<file path="src/rtl/apb_pkg.sv">
`default_nettype none
// ============================================================================
//  Module      : apb_pkg
//  Description : Shared definitions for the parametrised APB3 master:
//                FSM state encoding, default widths/limits and response
//                flag constants.
//  Revision    : 1.0 - initial release
// ============================================================================
package apb_pkg;

    // APB transfer phases; 2'b11 is unused and decodes back to IDLE
    typedef enum logic [1:0] {
        ST_IDLE   = 2'b00,
        ST_SETUP  = 2'b01,
        ST_ACCESS = 2'b10
    } apb_state_e;

    // Default configuration
    localparam int C_APB_ADDR_W  = 32;
    localparam int C_APB_DATA_W  = 32;
    localparam int C_APB_TIMEOUT = 16;

    // Response flag values
    localparam logic C_RSP_OK         = 1'b0;
    localparam logic C_RSP_ERR        = 1'b1;
    localparam logic C_RSP_NO_TIMEOUT = 1'b0;
    localparam logic C_RSP_TIMEOUT    = 1'b1;

    // Counter width able to hold values 0..limit inclusive
    function automatic int wait_cnt_width(input int limit);
        return (limit < 1) ? 1 : $clog2(limit + 1);
    endfunction

endpackage : apb_pkg
`default_nettype wire

</file>
<file path="src/rtl/apb_wait_timer.sv">
`default_nettype none
// ============================================================================
//  Module      : apb_wait_timer
//  Description : Counts ACCESS cycles spent with P_ready low and flags the
//                cycle in which the count reaches TIMEOUT. Only instantiated
//                by apb_master_param when APB_TIMEOUT_EN is defined.
//  Revision    : 1.0 - initial release
// ============================================================================
module apb_wait_timer
    import apb_pkg::*;
#(
    parameter int TIMEOUT = C_APB_TIMEOUT
) (
    input  logic clk,
    input  logic rst_n,
    input  logic i_clear,   // SETUP phase: restart the count
    input  logic i_wait,    // ACCESS phase with P_ready low
    output logic o_expire   // this wait cycle brings the count to TIMEOUT
);

    localparam int                CNT_W   = wait_cnt_width(TIMEOUT);
    localparam logic [CNT_W-1:0]  C_LIMIT = CNT_W'(TIMEOUT);
    localparam logic [CNT_W-1:0]  C_LAST  = CNT_W'(TIMEOUT - 1);

    logic [CNT_W-1:0] count_q;
    logic [CNT_W-1:0] count_d;

    // Next count: clear on SETUP, increment per wait cycle, saturate at limit
    always_comb begin
        count_d = count_q;
        if (i_clear) begin
            count_d = '0;
        end else if (i_wait && (count_q != C_LIMIT)) begin
            count_d = count_q + 1'b1;
        end
    end

    // Count register
    always_ff @(posedge clk or negedge rst_n) begin
        if (!rst_n) begin
            count_q <= '0;
        end else begin
            count_q <= count_d;
        end
    end

    // Expiry is flagged during the wait cycle whose increment reaches the
    // limit, so the master leaves ACCESS after exactly TIMEOUT wait cycles.
    assign o_expire = i_wait && (count_q == C_LAST);

endmodule : apb_wait_timer
`default_nettype wire

</file>
<file path="src/rtl/apb_master_param.sv">
`default_nettype none
// ============================================================================
//  Module      : apb_master_param
//  Description : Parametrised APB3 master. Takes read/write commands over a
//                valid/ready handshake, runs them through IDLE/SETUP/ACCESS,
//                honours P_ready wait states, reports P_slverr and chains
//                back-to-back transfers without an IDLE gap.
//                Optional feature macro: APB_TIMEOUT_EN (abort an ACCESS
//                phase after TIMEOUT wait cycles).
//  Revision    : 1.0 - initial release
// ============================================================================
module apb_master_param
    import apb_pkg::*;
#(
    parameter int ADDR_W  = C_APB_ADDR_W,
    parameter int DATA_W  = C_APB_DATA_W,
    parameter int TIMEOUT = C_APB_TIMEOUT
) (
    input  logic              Pclk,
    input  logic              Prst,
    // Requester command channel
    input  logic              cmd_valid,
    output logic              cmd_ready,
    input  logic              cmd_write,
    input  logic [ADDR_W-1:0] cmd_addr,
    input  logic [DATA_W-1:0] cmd_wdata,
    // Requester response channel
    output logic              rsp_valid,
    output logic [DATA_W-1:0] rsp_rdata,
    output logic              rsp_err,
    output logic              rsp_timeout,
    // APB bus
    output logic [ADDR_W-1:0] Paddr,
    output logic              PSELx,
    output logic              P_en,
    output logic              P_WR,
    output logic [DATA_W-1:0] PWdata,
    input  logic [DATA_W-1:0] PRdata,
    input  logic              P_ready,
    input  logic              P_slverr
);

    // Elaboration-time parameter sanity checks
    if (!((DATA_W == 8) || (DATA_W == 16) || (DATA_W == 32))) begin : g_bad_data_w
        $error("apb_master_param: DATA_W must be 8, 16 or 32");
    end
    if (TIMEOUT < 2) begin : g_bad_timeout
        $error("apb_master_param: TIMEOUT must be at least 2");
    end

    apb_state_e         state_q;
    apb_state_e         state_d;
    logic [ADDR_W-1:0]  paddr_q;
    logic [ADDR_W-1:0]  paddr_d;
    logic               pwrite_q;
    logic               pwrite_d;
    logic [DATA_W-1:0]  pwdata_q;
    logic [DATA_W-1:0]  pwdata_d;
    logic               rsp_valid_q;
    logic               rsp_valid_d;
    logic               rsp_err_q;
    logic               rsp_err_d;
    logic [DATA_W-1:0]  rsp_rdata_q;
    logic [DATA_W-1:0]  rsp_rdata_d;

    logic               wait_clear;
    logic               wait_cycle;

    assign wait_clear = (state_q == ST_SETUP);
    assign wait_cycle = (state_q == ST_ACCESS) && !P_ready;

`ifdef APB_TIMEOUT_EN
    logic               wait_expire;
    logic               rsp_timeout_q;
    logic               rsp_timeout_d;

    apb_wait_timer #(
        .TIMEOUT (TIMEOUT)
    ) u_wait_timer (
        .clk      (Pclk),
        .rst_n    (Prst),
        .i_clear  (wait_clear),
        .i_wait   (wait_cycle),
        .o_expire (wait_expire)
    );

    assign rsp_timeout = rsp_timeout_q;
`else
    // Without the timer the master waits indefinitely; the wait decode is
    // kept only as a named debug point.
    logic unused_wait;
    assign unused_wait = wait_clear ^ wait_cycle;
    assign rsp_timeout = C_RSP_NO_TIMEOUT;
`endif

    // Next-state, command capture and response generation
    always_comb begin
        state_d     = state_q;
        paddr_d     = paddr_q;
        pwrite_d    = pwrite_q;
        pwdata_d    = pwdata_q;
        rsp_valid_d = 1'b0;
        rsp_err_d   = C_RSP_OK;
        rsp_rdata_d = rsp_rdata_q;
        cmd_ready   = 1'b0;
`ifdef APB_TIMEOUT_EN
        rsp_timeout_d = C_RSP_NO_TIMEOUT;
`endif

        case (state_q)
            ST_IDLE: begin
                cmd_ready = 1'b1;
                if (cmd_valid) begin
                    paddr_d  = cmd_addr;
                    pwrite_d = cmd_write;
                    if (cmd_write) begin
                        pwdata_d = cmd_wdata;
                    end
                    state_d = ST_SETUP;
                end
            end

            ST_SETUP: begin
                state_d = ST_ACCESS;
            end

            ST_ACCESS: begin
                // The only combinational input-to-output path of the block
                cmd_ready = P_ready;
                if (P_ready) begin
                    rsp_valid_d = 1'b1;
                    rsp_err_d   = P_slverr ? C_RSP_ERR : C_RSP_OK;
                    if (!pwrite_q) begin
                        rsp_rdata_d = PRdata;
                    end
                    if (cmd_valid) begin
                        // Chain straight into the next SETUP, PSELx stays high
                        paddr_d  = cmd_addr;
                        pwrite_d = cmd_write;
                        if (cmd_write) begin
                            pwdata_d = cmd_wdata;
                        end
                        state_d = ST_SETUP;
                    end else begin
                        state_d = ST_IDLE;
                    end
`ifdef APB_TIMEOUT_EN
                end else if (wait_expire) begin
                    // Abort: drop the bus, read data left untouched
                    rsp_valid_d   = 1'b1;
                    rsp_err_d     = C_RSP_ERR;
                    rsp_timeout_d = C_RSP_TIMEOUT;
                    state_d       = ST_IDLE;
`endif
                end
            end

            default: begin
                state_d = ST_IDLE;
            end
        endcase
    end

    // State, bus and response registers
    always_ff @(posedge Pclk or negedge Prst) begin
        if (!Prst) begin
            state_q     <= ST_IDLE;
            paddr_q     <= '0;
            pwrite_q    <= 1'b0;
            pwdata_q    <= '0;
            rsp_valid_q <= 1'b0;
            rsp_err_q   <= C_RSP_OK;
            rsp_rdata_q <= '0;
        end else begin
            state_q     <= state_d;
            paddr_q     <= paddr_d;
            pwrite_q    <= pwrite_d;
            pwdata_q    <= pwdata_d;
            rsp_valid_q <= rsp_valid_d;
            rsp_err_q   <= rsp_err_d;
            rsp_rdata_q <= rsp_rdata_d;
        end
    end

`ifdef APB_TIMEOUT_EN
    // Timeout response flag register
    always_ff @(posedge Pclk or negedge Prst) begin
        if (!Prst) begin
            rsp_timeout_q <= C_RSP_NO_TIMEOUT;
        end else begin
            rsp_timeout_q <= rsp_timeout_d;
        end
    end
`endif

    // Bus outputs are state-decoded or registered
    assign PSELx     = (state_q == ST_SETUP) || (state_q == ST_ACCESS);
    assign P_en      = (state_q == ST_ACCESS);
    assign Paddr     = paddr_q;
    assign P_WR      = pwrite_q;
    assign PWdata    = pwdata_q;
    assign rsp_valid = rsp_valid_q;
    assign rsp_err   = rsp_err_q;
    assign rsp_rdata = rsp_rdata_q;

endmodule : apb_master_param
`default_nettype wire

</file>
<file path="config.mk">
export PLATFORM = sky130hd
export DESIGN_NAME = apb_master_param
export DESIGN_NICKNAME = d
export VERILOG_FILES = /design/src/rtl/apb_pkg.sv /design/src/rtl/apb_wait_timer.sv /design/src/rtl/apb_master_param.sv
export SDC_FILE = /design/constraint.sdc
export NUM_CORES = 1
export LEC_CHECK = 0
export BUFFER_PORTS_ARGS = -buffer_cell sky130_fd_sc_hd__clkbuf_2
export CORE_MARGIN = 2
export CORE_UTILIZATION = 49
export DETAILED_ROUTE_END_ITERATION = 8
export PLACE_DENSITY = 0.92
export SKIP_LAST_GASP = 1
export SYNTH_ARGS = -nofsm -noshare
export SYNTH_HDL_FRONTEND = slang
export SYNTH_SLANG_ARGS = --single-unit
</file>
<file path="constraint.sdc">
create_clock -name Pclk -period 4.7 [get_ports Pclk]
set_clock_uncertainty 0.2 [all_clocks]
set_input_delay 0.235 -clock Pclk [delete_from_list [all_inputs] [get_ports Pclk]]
set_output_delay 0.235 -clock Pclk [all_outputs]
set_load 0.02 [all_outputs]
</file>
==> flow_summary.json, run 1 <==
{
  "cts_root_buf": "clkbuf_8",
  "tritoncts": "yes",
  "die_area_um2": 8870,
  "p_int_mw": 2.48,
  "fp-row-count": 32,
  "drive_above_1_share": 0.594,
  "ant_nets": 0,
  "critPathCaptureType": "flip-flop",
  "worstSetupStartpoint": "state_q[0]",
  "wl_per_cell_um": 18.1,
  "avgViaCountPerCell": 4.79,
  "grt_util_all_layers": 0.266,
  "drc": 0,
  "drt-total-wl_um": 11700,
  "insertion_delay_ns": 0.34,
  "tightest_slew_ns": 0.638,
  "crit_path_start_kind": "flip-flop",
  "final.setup.tns_ns": 0,
  "seqPwrFrac": 0.381,
  "cp.required_ns": 4.73,
  "path_buf_inv": 2,
  "power.net_switching_mw": 1.65,
  "synth_area_um2": 3980,
  "outcome": "finished, final reports clean",
  "vias": 3085,
  "power.leakage_nw": 3.18,
  "cts_made_buffers": 9,
  "drt_iter0_drc": 47,
  "hold_violations": 0,
  "antenna_found_initial": 1,
  "dp.cells": 528,
  "synth_fp_nets": 338,
  "final_cell_count_no_fill": 644,
  "grt_pass1_wl_um": 17600,
  "grt_pass1_vias": 3444,
  "die_y_um": 94.2,
  "hp-class": "input port to flip-flop",
  "synth-seq-cells": 101,
  "ys_types": 21,
  "vdd_drop_max_mv": 0.380,
  "worst-setup-path-type": "flip-flop to flip-flop",
  "cp_max_fo": 25,
  "path_delay_family": "multiplexers",
  "crit_chain": "inv_1 > ha_1 > mux2_4 > nand2_1 > buf_4 > mux2_2",
  "yosysSeqAreaShare": 0.634,
  "core_region_area_um2": 7810,
  "fin_crit_ns": 2.60,
  "synthCells": 232,
  "finalCritPeriodShare": 0.553,
  "cp.arrival_ns": 2.63,
  "grt_max_degree": 53,
  "fmax_ghz": 0.385,
  "cap_violations": 0,
  "reg2reg_depth": 6,
  "final_nets": 641,
  "swShare": 0.399,
  "cts.sinks": 101,
  "reg2reg_from": "state_q[0]",
  "crit_end": "Paddr[14]",
  "path_depth": 6,
  "rsz0062_at_grt": "false",
  "fillers": 438,
  "finalSetupViolations": 0,
  "area_growth_pct": 57.5,
  "start_util": 0.510,
  "slew_violations": 0,
  "gp_congestion": 0.779,
  "yosysWarningCount": 0,
  "rrSetupSlack_ns": 2.10,
  "ios": 205,
  "p_comb_frac": 0.472,
  "htreeDepth": 3,
  "power_density_nw_per_um2": 659,
  "synth_area_per_cell_um2": 17.2,
  "reg2reg_to": "Paddr[14]",
  "whs_ns": 0.0333,
  "cp_slowest_cell": "dfrtp_1",
  "critPathMaxStageDelay_ns": 0.41,
  "globalRouteOverflowTotal": 0,
  "place.port_buffers": 203,
  "cts.clk_slew.worst_paths_ns": 0.09,
  "cts-resized-gates": 0,
  "max_slew_margin": 0.574,
  "hpwl_um": 6750,
  "drt_first_pass_iters": 4,
  "die_x_um": 94.2,
  "p_clk_frac": 0.147,
  "ctsLongestPathBuffers": 2
}
-- how the worst min path moves through the flow --
| stage | endpoint | depth (start not counted) | slack, ns | start |
|---|---|---|---|---|
| 2_1_floorplan | PWdata[0] | 0 | -0.26 | Prst |
| 3_3_place_gp | PWdata[9] | 1 | 0.08 | Prst |
| 3_5_place_dp | PWdata[9] | 1 | 0.10 | Prst |
| 4_1_cts | rsp_err | 2 | 0.01 | P_ready |
| 5_1_grt | rsp_err | 2 | 0.02 | P_ready |
| 6_report | rsp_err | 2 | 0.03 | P_ready |
-- repair_timing --
action                    in CTS  in global routing
hold buffers                  98                  0
hold endpoints to repair     146                  0
setup buffers                  0                  0
-- power by group through the flow --
stage	logic [mW]	clock network (mW)	registers (mW)
after floorplan	0.706	0	2.06
after global placement	1.81	0	1.52
after detailed placement	1.86	0	1.56
after CTS	1.93	0.611	1.55
after global routing	2.06	0.656	1.62
final	1.95	0.606	1.58
-- cells in the mapped netlist, drive strengths merged --
| library cell | n | share of area |
|---|---|---|
| a21o | 1 | 0.0019 |
| a22o | 1 | 0.0022 |
| and2 | 1 | 0.0016 |
| and3 | 2 | 0.0044 |
| buf | 11 | 0.021 |
| clkbuf | 1 | 0.00094 |
| conb | 1 | 0.00094 |
| dfrtp | 101 | 0.63 |
| ha | 4 | 0.013 |
| inv | 4 | 0.0038 |
| mux2 | 98 | 0.31 |
| mux2i | 1 | 0.0025 |
| nand2 | 1 | 0.00094 |
| nand2b | 2 | 0.0031 |
| o22ai | 2 | 0.0031 |
| or2 | 1 | 0.0016 |
-- per-stage QoR --
step	utilization	power, mW	cell area, µm²	setup slack [ns]
6_report	0.804	4.14	6270	2.10
5_1_grt	0.803	4.34	6270	1.97
4_1_cts	0.803	4.09	6270	2.08
3_5_place_dp	0.649	3.42	5070	2.09
3_3_place_gp	0.649	3.33	5070	2.19
2_1_floorplan	-	2.77	3980	2.46
-- sequential cells by signal (all words and copies together), names as in the netlist --
signal     cells
PWdata        32
P_WR           1
Paddr         32
rsp_err        1
rsp_rdata     32
rsp_valid      1
state_q        2
-- cell type report --
| type | count | area, µm² | area share |
|---|---|---|---|
| flip-flops and latches | 101 | 2530 | 0.403 |
| repair buffers | 304 | 2020 | 0.322 |
| multi-input cells | 115 | 1360 | 0.216 |
| well taps | 102 | 128 | 0.0203 |
| clock buffers | 9 | 124 | 0.0197 |
| clock inverters | 7 | 97.6 | 0.0156 |
| inverters | 4 | 15.0 | 0.00239 |
| diodes | 2 | 5.00 | 0.000798 |
-- placed cells by master, fill, tap and decap left out, types with 2 or more instances in the layout --
cell type / count
nand2b_1: 2
bufinv_16: 2
inv_1: 4
clkinvlp_4: 2
clkbuf_2: 202
o22ai_1: 2
dfrtp_1: 101
diode_2: 2
buf_4: 4
clkbuf_8: 9
dlygate4sd3_1: 98
ha_1: 4
mux2_2: 67
inv_6: 2
mux2_4: 30
-- cells by family after synthesis --
family / after synthesis / synth area share
AND/OR/NAND/NOR: 7 / 0.0116
buffers and inverters: 16 / 0.0254
adder cells (fa/ha/maj): 4 / 0.0126
AO/OA/AOI/OAI: 4 / 0.00722
other: 1 / 0.000941
multiplexers: 99 / 0.308
flip-flops: 101 / 0.634
-- per-layer routing --
metal / up-vias / track usage / share of wire
met4: 0 / 0.0857 / 0.022
met1: 1525 / 0.301 / 0.38
met5: - / 0 / 0
met3: 24 / 0.0682 / 0.058
li1: 1406 / - / -
met2: 130 / 0.486 / 0.54
Power figures use the tool's default switching activity.
==> run 2, diff against run 1 <==
--- a/config.mk
+++ b/config.mk
@@ -7,9 +7,9 @@
 export LEC_CHECK = 0
 export BUFFER_PORTS_ARGS = -buffer_cell sky130_fd_sc_hd__clkbuf_2
 export CORE_MARGIN = 2
-export CORE_UTILIZATION = 49
+export CORE_UTILIZATION = 45
 export DETAILED_ROUTE_END_ITERATION = 8
-export PLACE_DENSITY = 0.92
+export PLACE_DENSITY = 0.85
 export SKIP_LAST_GASP = 1
 export SYNTH_ARGS = -nofsm -noshare
 export SYNTH_HDL_FRONTEND = slang
==> constraint.sdc (replaced) <==
create_clock -name Pclk -period 2.4 [get_ports Pclk]
set_clock_uncertainty 0.2 [all_clocks]
set_input_delay 0.12 -clock Pclk [delete_from_list [all_inputs] [get_ports Pclk]]
set_output_delay 0.12 -clock Pclk [all_outputs]
set_load 0.02 [all_outputs]
==> flow_summary.json, run 2 (synthesized netlist as in run 1, its figures left out) <==
{
  "vdd_drop_max_mv": 0.815,
  "hp-class": "input port to flip-flop",
  "hold_violations": 0,
  "seqPwrFrac": 0.377,
  "swShare": 0.390,
  "hpwl_um": 6610,
  "diodes": 0,
  "wl_per_cell_um": 17.1,
  "use_met3": 0.0544,
  "fin_crit_ns": 2.29,
  "p_comb_frac": 0.478,
  "met1_usage": 0.257,
  "tritoncts": "yes",
  "power.net_switching_mw": 3.15,
  "final_nets": 646,
  "top_usage_layer": "met2",
  "rsz0062_at_grt": "false",
  "mostFrequentLayoutCells": "202 x clkbuf_2, 101 x dfrtp_1, 100 x dlygate4sd3_1",
  "critPathCaptureType": "flip-flop",
  "cts.clk_slew.worst_paths_ns": 0.09,
  "utilization": 0.736,
  "grt_pass1_vias": 3501,
  "cts_root_buf": "clkbuf_8",
  "ios": 205,
  "cp.arrival_ns": 2.32,
  "vias": 3160,
  "postCtsSetupRepairBufs": 0,
  "insertion_delay_ns": 0.34,
  "finalCritPeriodShare": 0.952,
  "max_slew_margin": 0.553,
  "avgViaCountPerCell": 4.84,
  "worst-setup-path-type": "flip-flop to flip-flop",
  "whs_ns": 0.0922,
  "die_x_um": 98.1,
  "cp.required_ns": 2.43,
  "gp_congestion": 0.799,
  "area_growth_pct": 59.6,
  "final.setup.tns_ns": 0,
  "ant_nets": 0,
  "drive_above_1_share": 0.593,
  "die_area_um2": 9620,
  "start_util": 0.461,
  "fp-row-count": 34,
  "slew_violations": 0,
  "place_ws_ns": 0.0444,
  "cts.sinks": 101,
  "power_density_nw_per_um2": 1270,
  "htreeDepth": 3,
  "globalRouteOverflowTotal": 0,
  "drt-total-wl_um": 11200,
  "p_int_mw": 4.93,
  "core_region_area_um2": 8640,
  "grt_util_all_layers": 0.231,
  "power.leakage_nw": 3.23,
  "layout_commonest_cell": "clkbuf_2",
  "drt_first_pass_iters": 4,
  "tightest_slew_ns": 0.671,
  "crit_path_start_kind": "flip-flop",
  "fmax_ghz": 0.438,
  "outcome": "finished, final reports clean",
  "power_mw": 8.08,
  "drt_iter0_drc": 78,
  "ctsLongestPathBuffers": 2,
  "antenna_found_initial": 0,
  "grt_max_degree": 53,
  "fin_ws_ns": 0.114,
  "finalSetupViolations": 0,
  "cp_max_fo": 16,
  "drc": 0,
  "grt_pass1_wl_um": 17500,
  "cap_violations": 0,
  "die_y_um": 98.1,
  "cts_made_buffers": 9,
  "rrSetupSlack_ns": 0.11,
  "use_met2": 0.427,
  "place.port_buffers": 203,
  "p_clk_frac": 0.145
}
run 2: through the flow:
step                cells  cell area [µm²]
floorplan             232             3980
detailed placement    536             5130
CTS                   652             6350
finish                653             6360
global route          653             6360
global placement      536             5130
run 2: timing repair:
| action | CTS | global route |
|---|---|---|
| gates resized for setup | 0 | 0 |
| setup endpoints to repair | 0 | 32 |
| hold buffers | 100 | 0 |
| hold endpoints to repair | 148 | 0 |
run 2: layer usage:
metal | routed length [µm] | vias to the layer above
met1 | 4270 | 1576
met2 | 5910 | 142
met4 | 274 | 0
met3 | 718 | 24
met5 | 0 | -
li1 | - | 1418
run 2: critical path, cell delays in order, from the launching register on:
cell     delay [ns]
dfrtp_1        0.41
inv_1          0.12
ha_1           0.32
mux2_4         0.23
and3_2         0.56
mux2_4         0.35
run 2: final timing paths:
check,to,depth (start not counted),startpoint
min in group asynchronous,rsp_rdata[20],2,Prst
max in group asynchronous,Paddr[2],3,Prst
worst min register to register,P_WR,1,P_WR
worst max-delay path,PWdata[20],5,state_q[0]
worst max register to register,PWdata[20],5,state_q[0]
worst min-delay path,state_q[0],3,cmd_valid
run 2: power by group through the flow:
stage          registers [mW]  logic [mW]  clock network [mW]
2_1_floorplan            4.04        1.38                   0
3_3_place_gp             2.99        3.58                   0
3_5_place_dp             3.04        3.70                   0
4_1_cts                  3.02        3.83                1.22
5_1_grt                  3.15        4.07                1.28
6_report                 3.05        3.86                1.17
run 2: layout make-up:
cell class	instances	area (µm²)
clock buffer	11	141
timing repair buffer	308	2090
sequential	101	2530
tap	108	135
fill	558	2280
multi-input combinational	116	1360
inverter	4	15.0
clock inverter	5	82.6
